===== config.mk =====
export PLATFORM = sky130hd
export DESIGN_NAME = sprite_line_eval_flat
export DESIGN_NICKNAME = d
export VERILOG_FILES = /design/src/rtl/sprite_line_eval_if.sv /design/src/rtl/sprite_line_eval.sv /design/src/flat_wrapper.sv
export SDC_FILE = /design/constraint.sdc
export NUM_CORES = 1
export LEC_CHECK = 0
export ABC_AREA = 0
export CAP_MARGIN = 20
export CORE_MARGIN = 2
export CORE_UTILIZATION = 52
export DETAILED_ROUTE_END_ITERATION = 12
export HOLD_SLACK_MARGIN = 0.02
export PLACE_DENSITY = 0.86
export SLEW_MARGIN = 20
export SYNTH_ARGS = -nofsm -noshare
export SYNTH_HDL_FRONTEND = slang
export SYNTH_SLANG_ARGS = --single-unit
export TNS_END_PERCENT = 30

===== constraint.sdc =====
create_clock -name i_clkLineSprite -period 5.7 [get_ports i_clkLineSprite]
set_clock_uncertainty 0.05 [all_clocks]
set_input_delay 0.855 -clock i_clkLineSprite [delete_from_list [all_inputs] [get_ports i_clkLineSprite]]
set_output_delay 0.855 -clock i_clkLineSprite [all_outputs]
set_load 0.005 [all_outputs]

===== src/rtl/sprite_line_eval_if.sv =====
// Sprite evaluator bus: line/window inputs, sprite RAM read port and slot results.
interface sprite_line_eval_if #(
  parameter int unsigned SPRITE_NUM = 64,
  parameter int unsigned SLOT_NUM   = 8,
  parameter int unsigned POSY_BIT   = 10
);
  localparam int unsigned AW = (SPRITE_NUM > 1) ? $clog2(SPRITE_NUM) : 1;
  localparam int unsigned CW = $clog2(SLOT_NUM + 1);

  logic [POSY_BIT-1:0]     vgaPosY;
  logic                    IsGameWindow;
  logic [AW-1:0]           addrReadSpriteRam;
  logic [31:0]             dataFromSpriteRam;
  logic [32*SLOT_NUM-1:0]  slotData;
  logic [SLOT_NUM-1:0]     slotValid;
  logic [CW-1:0]           slotCount;
  logic                    spriteOverflow;
  logic                    scanBusy;
  logic                    scanDone;

  modport master (
    output vgaPosY, IsGameWindow, dataFromSpriteRam,
    input  addrReadSpriteRam, slotData, slotValid, slotCount,
    input  spriteOverflow, scanBusy, scanDone
  );

  modport slave (
    input  vgaPosY, IsGameWindow, dataFromSpriteRam,
    output addrReadSpriteRam, slotData, slotValid, slotCount,
    output spriteOverflow, scanBusy, scanDone
  );
endinterface


===== src/rtl/sprite_line_eval.sv =====
// Per-scanline sprite evaluator: on game-window end, scans sprite RAM for sprites touching the next line.
// Optional macro LINE_SPRITE_DBUF_EN: slot outputs come from a shadow set committed on the window rise.
module sprite_line_eval #(
  parameter int unsigned SPRITE_NUM      = 64,
  parameter int unsigned SLOT_NUM        = 8,
  parameter int unsigned SPRITE_H        = 8,
  parameter int unsigned POSY_BIT        = 10,
  parameter int unsigned GAME_START_POSY = 0
) (
  input  logic              i_clkLineSprite,
  input  logic              i_rst,
  sprite_line_eval_if.slave bus
);
  localparam int unsigned AW = (SPRITE_NUM > 1) ? $clog2(SPRITE_NUM) : 1;
  localparam int unsigned CW = $clog2(SLOT_NUM + 1);
  localparam int unsigned HW = ((POSY_BIT > 9) ? POSY_BIT : 9) + 1;
  localparam int unsigned DW = 32 * SLOT_NUM;

  typedef enum logic [1:0] {S_IDLE, S_SCAN, S_DONE} state_t;

  state_t              r_state;
  state_t              w_state_nxt;
  logic                r_win_s1, r_win_s2, r_win_s3;
  logic                r_rise, r_fall;
  logic [POSY_BIT-1:0] r_next_line;
  logic [AW-1:0]       r_addr;
  logic [AW-1:0]       r_cmp_idx;
  logic                r_cmp_en;
  logic [DW-1:0]       r_work_data;
  logic [SLOT_NUM-1:0] r_work_valid;
  logic [CW-1:0]       r_work_count;
  logic                r_work_ovf;
  logic                r_busy, r_done;
  logic                w_busy_nxt, w_done_nxt;
  logic [HW-1:0]       w_y_lo, w_y_hi, w_line;
  logic                w_hit, w_full, w_ovf_hit, w_last_cmp;

  // Y range is widened so sprites near the bottom of the Y space never wrap.
  assign w_y_lo     = HW'(bus.dataFromSpriteRam[23:16]);
  assign w_y_hi     = w_y_lo + HW'(SPRITE_H);
  assign w_line     = HW'(r_next_line);
  assign w_hit      = r_cmp_en && (w_y_lo <= w_line) && (w_line < w_y_hi);
  assign w_full     = (r_work_count == CW'(SLOT_NUM));
  assign w_ovf_hit  = (r_state == S_SCAN) && w_hit && w_full;
  assign w_last_cmp = (r_state == S_SCAN) && r_cmp_en && (r_cmp_idx == AW'(SPRITE_NUM - 1));

  always_ff @(posedge i_clkLineSprite) begin
    if (i_rst) r_state <= S_IDLE;
    else       r_state <= w_state_nxt;
  end

  always_comb begin
    w_state_nxt = r_state;
    case (r_state)
      S_IDLE: if (r_fall) w_state_nxt = S_SCAN;
      S_SCAN: begin
        if (r_fall)                    w_state_nxt = S_SCAN;
        else if (r_rise || w_ovf_hit)  w_state_nxt = S_IDLE;
        else if (w_last_cmp)           w_state_nxt = S_DONE;
      end
      S_DONE:  w_state_nxt = r_fall ? S_SCAN : S_IDLE;
      default: w_state_nxt = S_IDLE;
    endcase
  end

  always_comb begin
    w_busy_nxt = 1'b0;
    w_done_nxt = 1'b0;
    if (w_state_nxt == S_SCAN) w_busy_nxt = 1'b1;
    if (w_state_nxt == S_DONE) w_done_nxt = 1'b1;
  end

  // Window edge detect, address sequencing and work-slot fill.
  always_ff @(posedge i_clkLineSprite) begin
    if (i_rst) begin
      r_win_s1     <= 1'b0;
      r_win_s2     <= 1'b0;
      r_win_s3     <= 1'b0;
      r_rise       <= 1'b0;
      r_fall       <= 1'b0;
      r_next_line  <= '0;
      r_addr       <= '0;
      r_cmp_idx    <= '0;
      r_cmp_en     <= 1'b0;
      r_work_data  <= '0;
      r_work_valid <= '0;
      r_work_count <= '0;
      r_work_ovf   <= 1'b0;
      r_busy       <= 1'b0;
      r_done       <= 1'b0;
    end else begin
      r_win_s1 <= bus.IsGameWindow;
      r_win_s2 <= r_win_s1;
      r_win_s3 <= r_win_s2;
      r_rise   <= r_win_s2 & ~r_win_s3;
      r_fall   <= ~r_win_s2 & r_win_s3;
      r_busy   <= w_busy_nxt;
      r_done   <= w_done_nxt;
      if (r_fall) begin
        r_next_line  <= POSY_BIT'(bus.vgaPosY - POSY_BIT'(GAME_START_POSY) + POSY_BIT'(1));
        r_addr       <= '0;
        r_cmp_idx    <= '0;
        r_cmp_en     <= 1'b0;
        r_work_data  <= '0;
        r_work_valid <= '0;
        r_work_count <= '0;
        r_work_ovf   <= 1'b0;
      end else if (r_state == S_SCAN && !r_rise) begin
        if (r_addr != AW'(SPRITE_NUM - 1)) r_addr <= r_addr + AW'(1);
        r_cmp_en <= 1'b1;
        if (r_cmp_en) r_cmp_idx <= r_cmp_idx + AW'(1);
        if (w_hit && !w_full) begin
          for (int k = 0; k < int'(SLOT_NUM); k++) begin
            if (r_work_count == CW'(k)) begin
              r_work_data[32*k +: 32] <= bus.dataFromSpriteRam;
              r_work_valid[k]         <= 1'b1;
            end
          end
          r_work_count <= r_work_count + CW'(1);
        end
        if (w_ovf_hit) r_work_ovf <= 1'b1;
      end
    end
  end

`ifdef LINE_SPRITE_DBUF_EN
  logic [DW-1:0]       r_out_data;
  logic [SLOT_NUM-1:0] r_out_valid;
  logic [CW-1:0]       r_out_count;
  logic                r_out_ovf;

  // Visible-line copy; whatever the shadow holds at the window rise is committed.
  always_ff @(posedge i_clkLineSprite) begin
    if (i_rst) begin
      r_out_data  <= '0;
      r_out_valid <= '0;
      r_out_count <= '0;
      r_out_ovf   <= 1'b0;
    end else if (r_rise) begin
      r_out_data  <= r_work_data;
      r_out_valid <= r_work_valid;
      r_out_count <= r_work_count;
      r_out_ovf   <= r_work_ovf;
    end
  end

  assign bus.slotData       = r_out_data;
  assign bus.slotValid      = r_out_valid;
  assign bus.slotCount      = r_out_count;
  assign bus.spriteOverflow = r_out_ovf;
`else
  assign bus.slotData       = r_work_data;
  assign bus.slotValid      = r_work_valid;
  assign bus.slotCount      = r_work_count;
  assign bus.spriteOverflow = r_work_ovf;
`endif

  assign bus.addrReadSpriteRam = r_addr;
  assign bus.scanBusy          = r_busy;
  assign bus.scanDone          = r_done;
endmodule

===== src/flat_wrapper.sv =====
// flat-port wrapper written by rule: the top's interface ports become plain ports
module sprite_line_eval_flat 
#(
  parameter int unsigned SPRITE_NUM      = 64,
  parameter int unsigned SLOT_NUM        = 8,
  parameter int unsigned SPRITE_H        = 8,
  parameter int unsigned POSY_BIT        = 10,
  parameter int unsigned GAME_START_POSY = 0
)
  (i_clkLineSprite, i_rst, bus_vgaPosY, bus_IsGameWindow, bus_dataFromSpriteRam, bus_addrReadSpriteRam, bus_slotData, bus_slotValid, bus_slotCount, bus_spriteOverflow, bus_scanBusy, bus_scanDone);
  sprite_line_eval_if #(.SPRITE_NUM(SPRITE_NUM), .SLOT_NUM(SLOT_NUM), .POSY_BIT(POSY_BIT)) bus_i ();
  input  logic i_clkLineSprite;
  input  logic i_rst;
  input wire logic [$bits(bus_i.vgaPosY)-1:0] bus_vgaPosY;
  input wire logic [$bits(bus_i.IsGameWindow)-1:0] bus_IsGameWindow;
  input wire logic [$bits(bus_i.dataFromSpriteRam)-1:0] bus_dataFromSpriteRam;
  output wire logic [$bits(bus_i.addrReadSpriteRam)-1:0] bus_addrReadSpriteRam;
  output wire logic [$bits(bus_i.slotData)-1:0] bus_slotData;
  output wire logic [$bits(bus_i.slotValid)-1:0] bus_slotValid;
  output wire logic [$bits(bus_i.slotCount)-1:0] bus_slotCount;
  output wire logic [$bits(bus_i.spriteOverflow)-1:0] bus_spriteOverflow;
  output wire logic [$bits(bus_i.scanBusy)-1:0] bus_scanBusy;
  output wire logic [$bits(bus_i.scanDone)-1:0] bus_scanDone;
  assign bus_i.vgaPosY = bus_vgaPosY;
  assign bus_i.IsGameWindow = bus_IsGameWindow;
  assign bus_i.dataFromSpriteRam = bus_dataFromSpriteRam;
  assign bus_addrReadSpriteRam = bus_i.addrReadSpriteRam;
  assign bus_slotData = bus_i.slotData;
  assign bus_slotValid = bus_i.slotValid;
  assign bus_slotCount = bus_i.slotCount;
  assign bus_spriteOverflow = bus_i.spriteOverflow;
  assign bus_scanBusy = bus_i.scanBusy;
  assign bus_scanDone = bus_i.scanDone;
  sprite_line_eval #(.SPRITE_NUM(SPRITE_NUM), .SLOT_NUM(SLOT_NUM), .SPRITE_H(SPRITE_H), .POSY_BIT(POSY_BIT), .GAME_START_POSY(GAME_START_POSY)) u_core (.i_clkLineSprite(i_clkLineSprite), .i_rst(i_rst), .bus(bus_i));
endmodule

==> results of run 1 <==
worst reg2reg max path, cell delays in order, from the launching register on:
cell                       delay (ps)
sky130_fd_sc_hd__dfxtp_1          390
sky130_fd_sc_hd__inv_1             60
sky130_fd_sc_hd__ha_1             320
sky130_fd_sc_hd__a211oi_2         190
sky130_fd_sc_hd__o211ai_1         160
sky130_fd_sc_hd__o21ai_4          620
sky130_fd_sc_hd__nand4_4          910
sky130_fd_sc_hd__mux2i_1          480
area by class of cell:
class,instances,share of cell area (%)
clock buffer,47,5.72
clock inverter,7,0.704
inverter,28,0.657
multi-input combinational,745,32.4
sequential,301,37.7
tap,280,2.19
timing repair buffer,331,20.6
path summary, 6_finish.rpt:
check | startpoint | slack [ps] | cells after the start | endpoint
max | bus_dataFromSpriteRam[21] | 1730 | 9 | u_core.bus.slotData[16]$_SDFFE_PP0P_
min | u_core.r_win_s3$_SDFF_PP0_ | 350 | 1 | u_core.r_rise$_SDFF_PP0_
max reg2reg | u_core.r_next_line[5]$_SDFFE_PP0P_ | 2420 | 7 | u_core.bus.slotData[16]$_SDFFE_PP0P_
min reg2reg | u_core.r_win_s3$_SDFF_PP0_ | 350 | 1 | u_core.r_rise$_SDFF_PP0_
logic make-up (layout without fill, tap and decap cells):
family | after synthesis | count (layout) | synth area share (%)
compound gates | 43 | 43 | 2.72
mux | 262 | 262 | 22.5
fa+ha+maj | 25 | 25 | 2.69
buf+inv | 95 | 413 | 3.77
xor+xnor | 19 | 19 | 1.43
simple gates | 396 | 396 | 15.1
flops | 301 | 301 | 51.7
layer usage:
layer | share of wire [%] | up-vias | GRT usage [%]
met4 | 4.4 | 0 | 11.6
met1 | 41 | 4505 | 33.6
met5 | 0 | - | 0
met3 | 6.3 | 85 | 4.23
met2 | 49 | 341 | 46.4
li1 | - | 4416 | -
stage by stage:
| step | hold slack [ps] | area, sq um | utilization, % | setup slack (ps) |
|---|---|---|---|---|
| floorplan | 333 | 11600 | - | 2750 |
| global placement | 344 | 15000 | 68.4 | 1380 |
| detailed placement | 347 | 15000 | 68.4 | 1230 |
| CTS | 354 | 16000 | 73.1 | 1760 |
| global route | 385 | 16000 | 73.1 | 1590 |
| finish | 355 | 16000 | 73.1 | 1730 |
sequential cells by signal (all words and copies together) (netlist names):
| register | cells |
|---|---|
| u_core.bus.slotValid | 8 |
| u_core.r_cmp_en | 1 |
| u_core.r_win_s3 | 1 |
| u_core.r_rise | 1 |
| u_core.bus.addrReadSpriteRam | 6 |
| u_core.r_win_s2 | 1 |
| u_core.r_cmp_idx | 6 |
| u_core.bus.spriteOverflow | 1 |
| u_core.bus.slotCount | 4 |
| u_core.r_win_s1 | 1 |
| u_core.bus.slotData | 256 |
| u_core.bus.scanDone | 1 |
| u_core.r_fall | 1 |
| u_core.r_next_line | 10 |
| u_core.bus.scanBusy | 1 |
| u_core.r_state | 2 |
layout by cell type (no fill, tap or decap), types with 2 or more instances in the layout:
master and instances:
sky130_fd_sc_hd__a31oi_1 3, sky130_fd_sc_hd__bufinv_16 3, sky130_fd_sc_hd__a311oi_1 2, sky130_fd_sc_hd__inv_1 28
sky130_fd_sc_hd__a211oi_1 7, sky130_fd_sc_hd__o21ai_0 4, sky130_fd_sc_hd__mux2i_1 262, sky130_fd_sc_hd__o21a_1 3
sky130_fd_sc_hd__nand2_1 303, sky130_fd_sc_hd__o21ai_4 2, sky130_fd_sc_hd__xnor2_1 6, sky130_fd_sc_hd__nor2b_1 5
sky130_fd_sc_hd__nand4_1 12, sky130_fd_sc_hd__or3_1 5, sky130_fd_sc_hd__clkbuf_8 8, sky130_fd_sc_hd__nor2_1 32
sky130_fd_sc_hd__clkdlybuf4s50_1 321, sky130_fd_sc_hd__dfxtp_1 301, sky130_fd_sc_hd__a21oi_1 15, sky130_fd_sc_hd__buf_4 9
sky130_fd_sc_hd__nand4_4 8, sky130_fd_sc_hd__nand3b_1 3, sky130_fd_sc_hd__and3_1 14, sky130_fd_sc_hd__clkinv_2 3
sky130_fd_sc_hd__ha_1 25, sky130_fd_sc_hd__clkbuf_1 8, sky130_fd_sc_hd__clkbuf_16 31, sky130_fd_sc_hd__a2111oi_2 2
sky130_fd_sc_hd__xor2_1 13, sky130_fd_sc_hd__nand3_1 6
power by group through the flow:
| stage | sequential [uW] | clock [uW] | combinational, uW |
|---|---|---|---|
| floorplan | 2150 | 0 | 103 |
| global placement | 2160 | 0 | 175 |
| detailed placement | 2160 | 0 | 177 |
| CTS | 2110 | 2050 | 177 |
| global route | 2110 | 2150 | 192 |
| finish | 2110 | 2030 | 178 |
==> results.json, run 1 <==
{
  "synth_ff_type": "sky130_fd_sc_hd__dfxtp_1",
  "area_of_the_multi_input_gates_sq_mm": 0.00519,
  "pwr-share-comb_pct": 4.1,
  "switching_power_uw": 923,
  "tightestPinTransition_ps": 1020,
  "cp-end-kind": "register",
  "power-per-cell-area_mw_per_mm2": 270,
  "postRouteAntennaNets": 0,
  "synthesis.instances": 1141,
  "regArea_sq_mm": 0.00603,
  "cts_root_buffer": "sky130_fd_sc_hd__clkbuf_16",
  "total_of_buffers_placed_on_input_and_output_ports": 321,
  "route.detailed.drc": 0,
  "post_synth_main_area_contributors": "sky130_fd_sc_hd__dfxtp_1, sky130_fd_sc_hd__mux2i_1, sky130_fd_sc_hd__nand2_1",
  "power_internal_uw": 3390,
  "start_kind": "primary input",
  "worst_hold_path_type": "register to register",
  "fmax_mhz": 252,
  "drt-pass1-iter-count": 5,
  "initialDrtViolationCount": 473,
  "vias_per_cell": 5.37,
  "synth-seq-area-share_pct": 51.7,
  "hold_viol": 0,
  "cts.sinks": 301,
  "seq_power_share_pct": 48.9,
  "critical-path-top-delay-family": "simple AND/OR/NAND/NOR gates",
  "postCtsSetupRepairBufs": 0,
  "synth-edff-count": 0,
  "grt_pass1_wl_microns": 51000,
  "detailroute.via_count": 9347,
  "cts_resized": 0,
  "critical_path.slowest_cell": "sky130_fd_sc_hd__nand4_4",
  "fill_cells": 1543,
  "design_power_total_uw": 4320,
  "timing_worst_setup_path_type": "primary input to register",
  "p_clk_share_pct": 47.0,
  "htree_num_levels": 1,
  "final_cells": 1739,
  "timing.max_cap.violations": 0,
  "postCtsHoldBufs": 0,
  "clock_path_buffers": 3,
  "ir_worst_vdd_v": 0.000221,
  "timing.critical_path.slowest_cell_delay_ps": 940,
  "wl_microns": 33000,
  "synth-async-reset-ratio_pct": 0,
  "max_slew_margin_pct": 31.6,
  "critPathArrivalTime_ps": 4360,
  "gp_routability_congestion": 0.889,
  "drive_above_1_share_pct": 5.07,
  "cts_tree": "built",
  "cts_made_buffers": 30,
  "synthDominantAreaCellType": "sky130_fd_sc_hd__dfxtp_1",
  "grt_pass1_vias": 9345,
  "design.die.area_sq_mm": 0.0236,
  "boundaryPins": 322,
  "ys_top_cells_by_count": "sky130_fd_sc_hd__nand2_1, sky130_fd_sc_hd__dfxtp_1, sky130_fd_sc_hd__mux2i_1",
  "start_util_pct": 53.2,
  "synth.most_common_cell": "sky130_fd_sc_hd__nand2_1",
  "dpl.cell_count": 1685,
  "fin_crit_ps": 3970,
  "antenna_found_initial": 0,
  "synth_cell_type_count": 41,
  "core_sq_mm": 0.0219,
  "routed_wire_length_per_instance_microns": 19.0,
  "cell_leakage_power_uw": 0.00747,
  "switching_share_pct": 21.4,
  "share_of_yosys_cell_area_claimed_by_the_top_area_cell_type_pct": 51.7,
  "cp_num_buf_inv": 1,
  "yosys_register_bits": 301,
  "fin_setup_tns_ps": 0,
  "worst-path-max-fanout": 33,
  "globalRoute.totalOverflow": 0,
  "clk_latency_ps": 540,
  "crit_chain": "clkdlybuf4s50_1 -> and3_1 -> xnor2_1 -> ha_1 -> a21oi_1 -> o21ai_0 -> o21ai_4 -> nand4_4 -> mux2i_1",
  "std_cell_rows": 54,
  "outcome": "finished, final reports clean",
  "setup_viol": 0,
  "synthesis.area_sq_mm": 0.0116,
  "period_share_pct": 69.6,
  "chip_width_microns": 154,
  "drv_slew": 0,
  "clkSlewWorstSetupHoldPaths_ps": 60,
  "die_height_microns": 154,
  "grt_start_max_net_pins": 103,
  "synth_area_per_cell_sq_um": 10.2,
  "grt_util_all_layers_pct": 27.0,
  "detailed_place_hpwl_microns": 22800,
  "synth_fp_nets": 1211,
  "antennaDiodeCount": 0,
  "nNetsFinal": 1507,
  "yosys_warnings": 0,
  "area_growth_from_synthesis_to_layout_pct": 37.4,
  "setup_repair_after_global_routing_missed_its_margin": "no",
  "crit_required_ps": 6090
}
(Power assumes the default switching activity.)
==> inputs of run 2 (changes only) <==
- CORE_UTILIZATION: 52 -> 43
- PLACE_DENSITY: 0.86 -> 0.76
- clock period: 5.7 -> 3.47 ns (I/O delays scaled with it)
==> run 2 against run 1 <==
Against the previous run: non-clock buffer count grew 17; critical endpoint is now u_core.bus.slotData[136]$_SDFFE_PP0P_; critical path type unchanged; largest cell class unchanged; register-to-register slack lost 1400 ps; worst setup slack lost 1100 ps.
==> results.json, run 2 (synthesis results as in run 1) <==
{
  "outcome": "finished, final reports clean",
  "cts_made_buffers": 30,
  "regArea_sq_mm": 0.00603,
  "fill_cells": 2248,
  "boundaryPins": 322,
  "detailed_place_hpwl_microns": 23000,
  "crit_required_ps": 3880,
  "grt_start_max_net_pins": 111,
  "final_cells": 1817,
  "top_usage_layer": "met2",
  "grt_pass1_wl_microns": 50600,
  "design.die.area_sq_mm": 0.0284,
  "area_of_the_multi_input_gates_sq_mm": 0.00519,
  "number_of_flip_flops_in_the_largest_register": 256,
  "worst-path-max-fanout": 20,
  "cell_leakage_power_uw": 0.00760,
  "antenna_found_initial": 0,
  "gp_routability_congestion": 0.861,
  "power-per-cell-area_mw_per_mm2": 433,
  "postCtsHoldBufs": 0,
  "cts_tree": "built",
  "globalRoute.totalOverflow": 0,
  "start_util_pct": 43.5,
  "fin_setup_tns_ps": 0,
  "ir_worst_vdd_v": 0.000303,
  "switching_power_uw": 1530,
  "die_height_microns": 169,
  "layout_commonest_cell": "sky130_fd_sc_hd__clkdlybuf4s50_1",
  "cts_resized": 0,
  "drt-pass1-iter-count": 5,
  "clock_path_buffers": 3,
  "initialDrtViolationCount": 530,
  "worst_r2r_path_depth": 7,
  "clkSlewWorstSetupHoldPaths_ps": 60,
  "place_ws_ps": 66.7,
  "period_share_pct": 82.9,
  "p_clk_share_pct": 46.6,
  "clk_latency_ps": 540,
  "core_sq_mm": 0.0268,
  "setup_repair_after_global_routing_missed_its_margin": "no",
  "grtUsageMet1_pct": 29.1,
  "power_internal_uw": 5530,
  "wl_microns": 32700,
  "grt_util_all_layers_pct": 22.3,
  "timing_worst_setup_path_type": "primary input to register",
  "timing.critical_path.slowest_cell_delay_ps": 530,
  "drive_above_1_share_pct": 6.30,
  "vias_per_cell": 5.03,
  "worst_hold_path_type": "register to register",
  "seq_power_share_pct": 49.1,
  "critical-path-top-delay-family": "buffers and inverters",
  "crit_chain": "clkdlybuf4s50_1 -> and3_1 -> xnor2_1 -> ha_1 -> nand2_1 -> a2111oi_2 -> o21ai_4 -> nand4_4 -> buf_4 -> mux2i_1",
  "tightestPinTransition_ps": 854,
  "drv_slew": 0,
  "switching_share_pct": 21.7,
  "routed_wire_length_per_instance_microns": 18.0,
  "setup_viol": 0,
  "max_slew_margin_pct": 43.0,
  "chip_width_microns": 169,
  "critical_path.slowest_cell": "sky130_fd_sc_hd__clkdlybuf4s50_1",
  "postCtsSetupRepairBufs": 0,
  "hold_viol": 0,
  "cp_num_buf_inv": 2,
  "start_kind": "primary input",
  "setup_ws_final_ps": 595,
  "critPathArrivalTime_ps": 3280,
  "cts_root_buffer": "sky130_fd_sc_hd__clkbuf_16",
  "min_path_cells": 1,
  "fin_crit_ps": 2870,
  "htree_num_levels": 1,
  "min_delay_worst_endpoint": "u_core.r_fall$_SDFF_PP0_",
  "nNetsFinal": 1524,
  "antennaDiodeCount": 0,
  "mostFrequentLayoutCells": "sky130_fd_sc_hd__clkdlybuf4s50_1, sky130_fd_sc_hd__nand2_1, sky130_fd_sc_hd__dfxtp_1, sky130_fd_sc_hd__mux2i_1, sky130_fd_sc_hd__nor2_1",
  "fmax_mhz": 348,
  "std_cell_rows": 60,
  "postRouteAntennaNets": 0,
  "m2_gr_usage_pct": 37.1,
  "detailroute.via_count": 9146,
  "dpl.cell_count": 1763,
  "rrSetupSlack_ps": 1020,
  "timing.max_cap.violations": 0,
  "pwr-share-comb_pct": 4.3,
  "final_util_pct": 60.8,
  "total_of_buffers_placed_on_input_and_output_ports": 321,
  "area_growth_from_synthesis_to_layout_pct": 39.9,
  "cp-end-kind": "register",
  "grt_pass1_vias": 9063,
  "globalRouteMet3Util_pct": 3.27,
  "hp-start": "u_core.r_win_s2$_SDFF_PP0_",
  "worst_r2r_endpoint": "u_core.bus.slotData[136]$_SDFFE_PP0P_",
  "crit_cells": 10,
  "route.detailed.drc": 0,
  "r2r-start": "u_core.r_next_line[2]$_SDFFE_PP0P_",
  "cts.sinks": 301
}
[run 2: how the worst max path moves through the flow]
stage | startpoint | endpoint | slack [ps]
global placement | bus_dataFromSpriteRam[20] | u_core.bus.slotData[110]$_SDFFE_PP0P_ | 100
floorplan | bus_dataFromSpriteRam[21] | u_core.bus.slotData[100]$_SDFFE_PP0P_ | 850
finish | bus_dataFromSpriteRam[20] | u_core.bus.slotData[136]$_SDFFE_PP0P_ | 600
detailed placement | bus_dataFromSpriteRam[20] | u_core.bus.scanBusy$_SDFF_PP0_ | 70
global route | bus_dataFromSpriteRam[20] | u_core.bus.scanBusy$_SDFF_PP0_ | 410
CTS | bus_dataFromSpriteRam[20] | u_core.bus.slotData[136]$_SDFFE_PP0P_ | 610
[run 2: final cells by class]
cell class | instances | area share [%]
clock buffers | 46 | 5.66
inverters | 28 | 0.645
multi-input cells | 745 | 31.9
flip-flops and latches | 301 | 37.0
repair buffers | 348 | 21.7
well taps | 341 | 2.62
clock inverters | 8 | 0.553
[run 2: metrics by stage]
step,instance area [sq um],hold slack (ps),total power (uW)
after global routing,16300,376,7280
final,16300,362,7060
after floorplan,11600,333,3710
after detailed placement,15300,350,3840
after CTS,16300,361,7120
after global placement,15300,345,3840
[run 2: power groups by stage]
| stage | sequential [uW] | combinational, uW | clock, uW |
|---|---|---|---|
| 2_1_floorplan | 3540 | 169 | 0 |
| 6_report | 3470 | 301 | 3290 |
| 3_3_place_gp | 3540 | 300 | 0 |
| 4_1_cts | 3460 | 302 | 3350 |
| 3_5_place_dp | 3540 | 300 | 0 |
| 5_1_grt | 3460 | 325 | 3490 |
[run 2: per-layer routing]
metal,share of wire [%],wire [microns]
met3,4.4,1430
met2,46,15100
met1,45,14700
met5,0,0
met4,4.4,1430
[run 2: worst reg2reg max path: cells and delay by family, from the launching register on]
family | cells | cell delay [ps]
AND/OR/NAND/NOR | 1 | 150
flip-flops | 1 | 330
AO/OA/AOI/OAI | 3 | 870
adder cells (fa/ha/maj) | 1 | 320
buffers and inverters | 1 | 380
multiplexers | 1 | 270
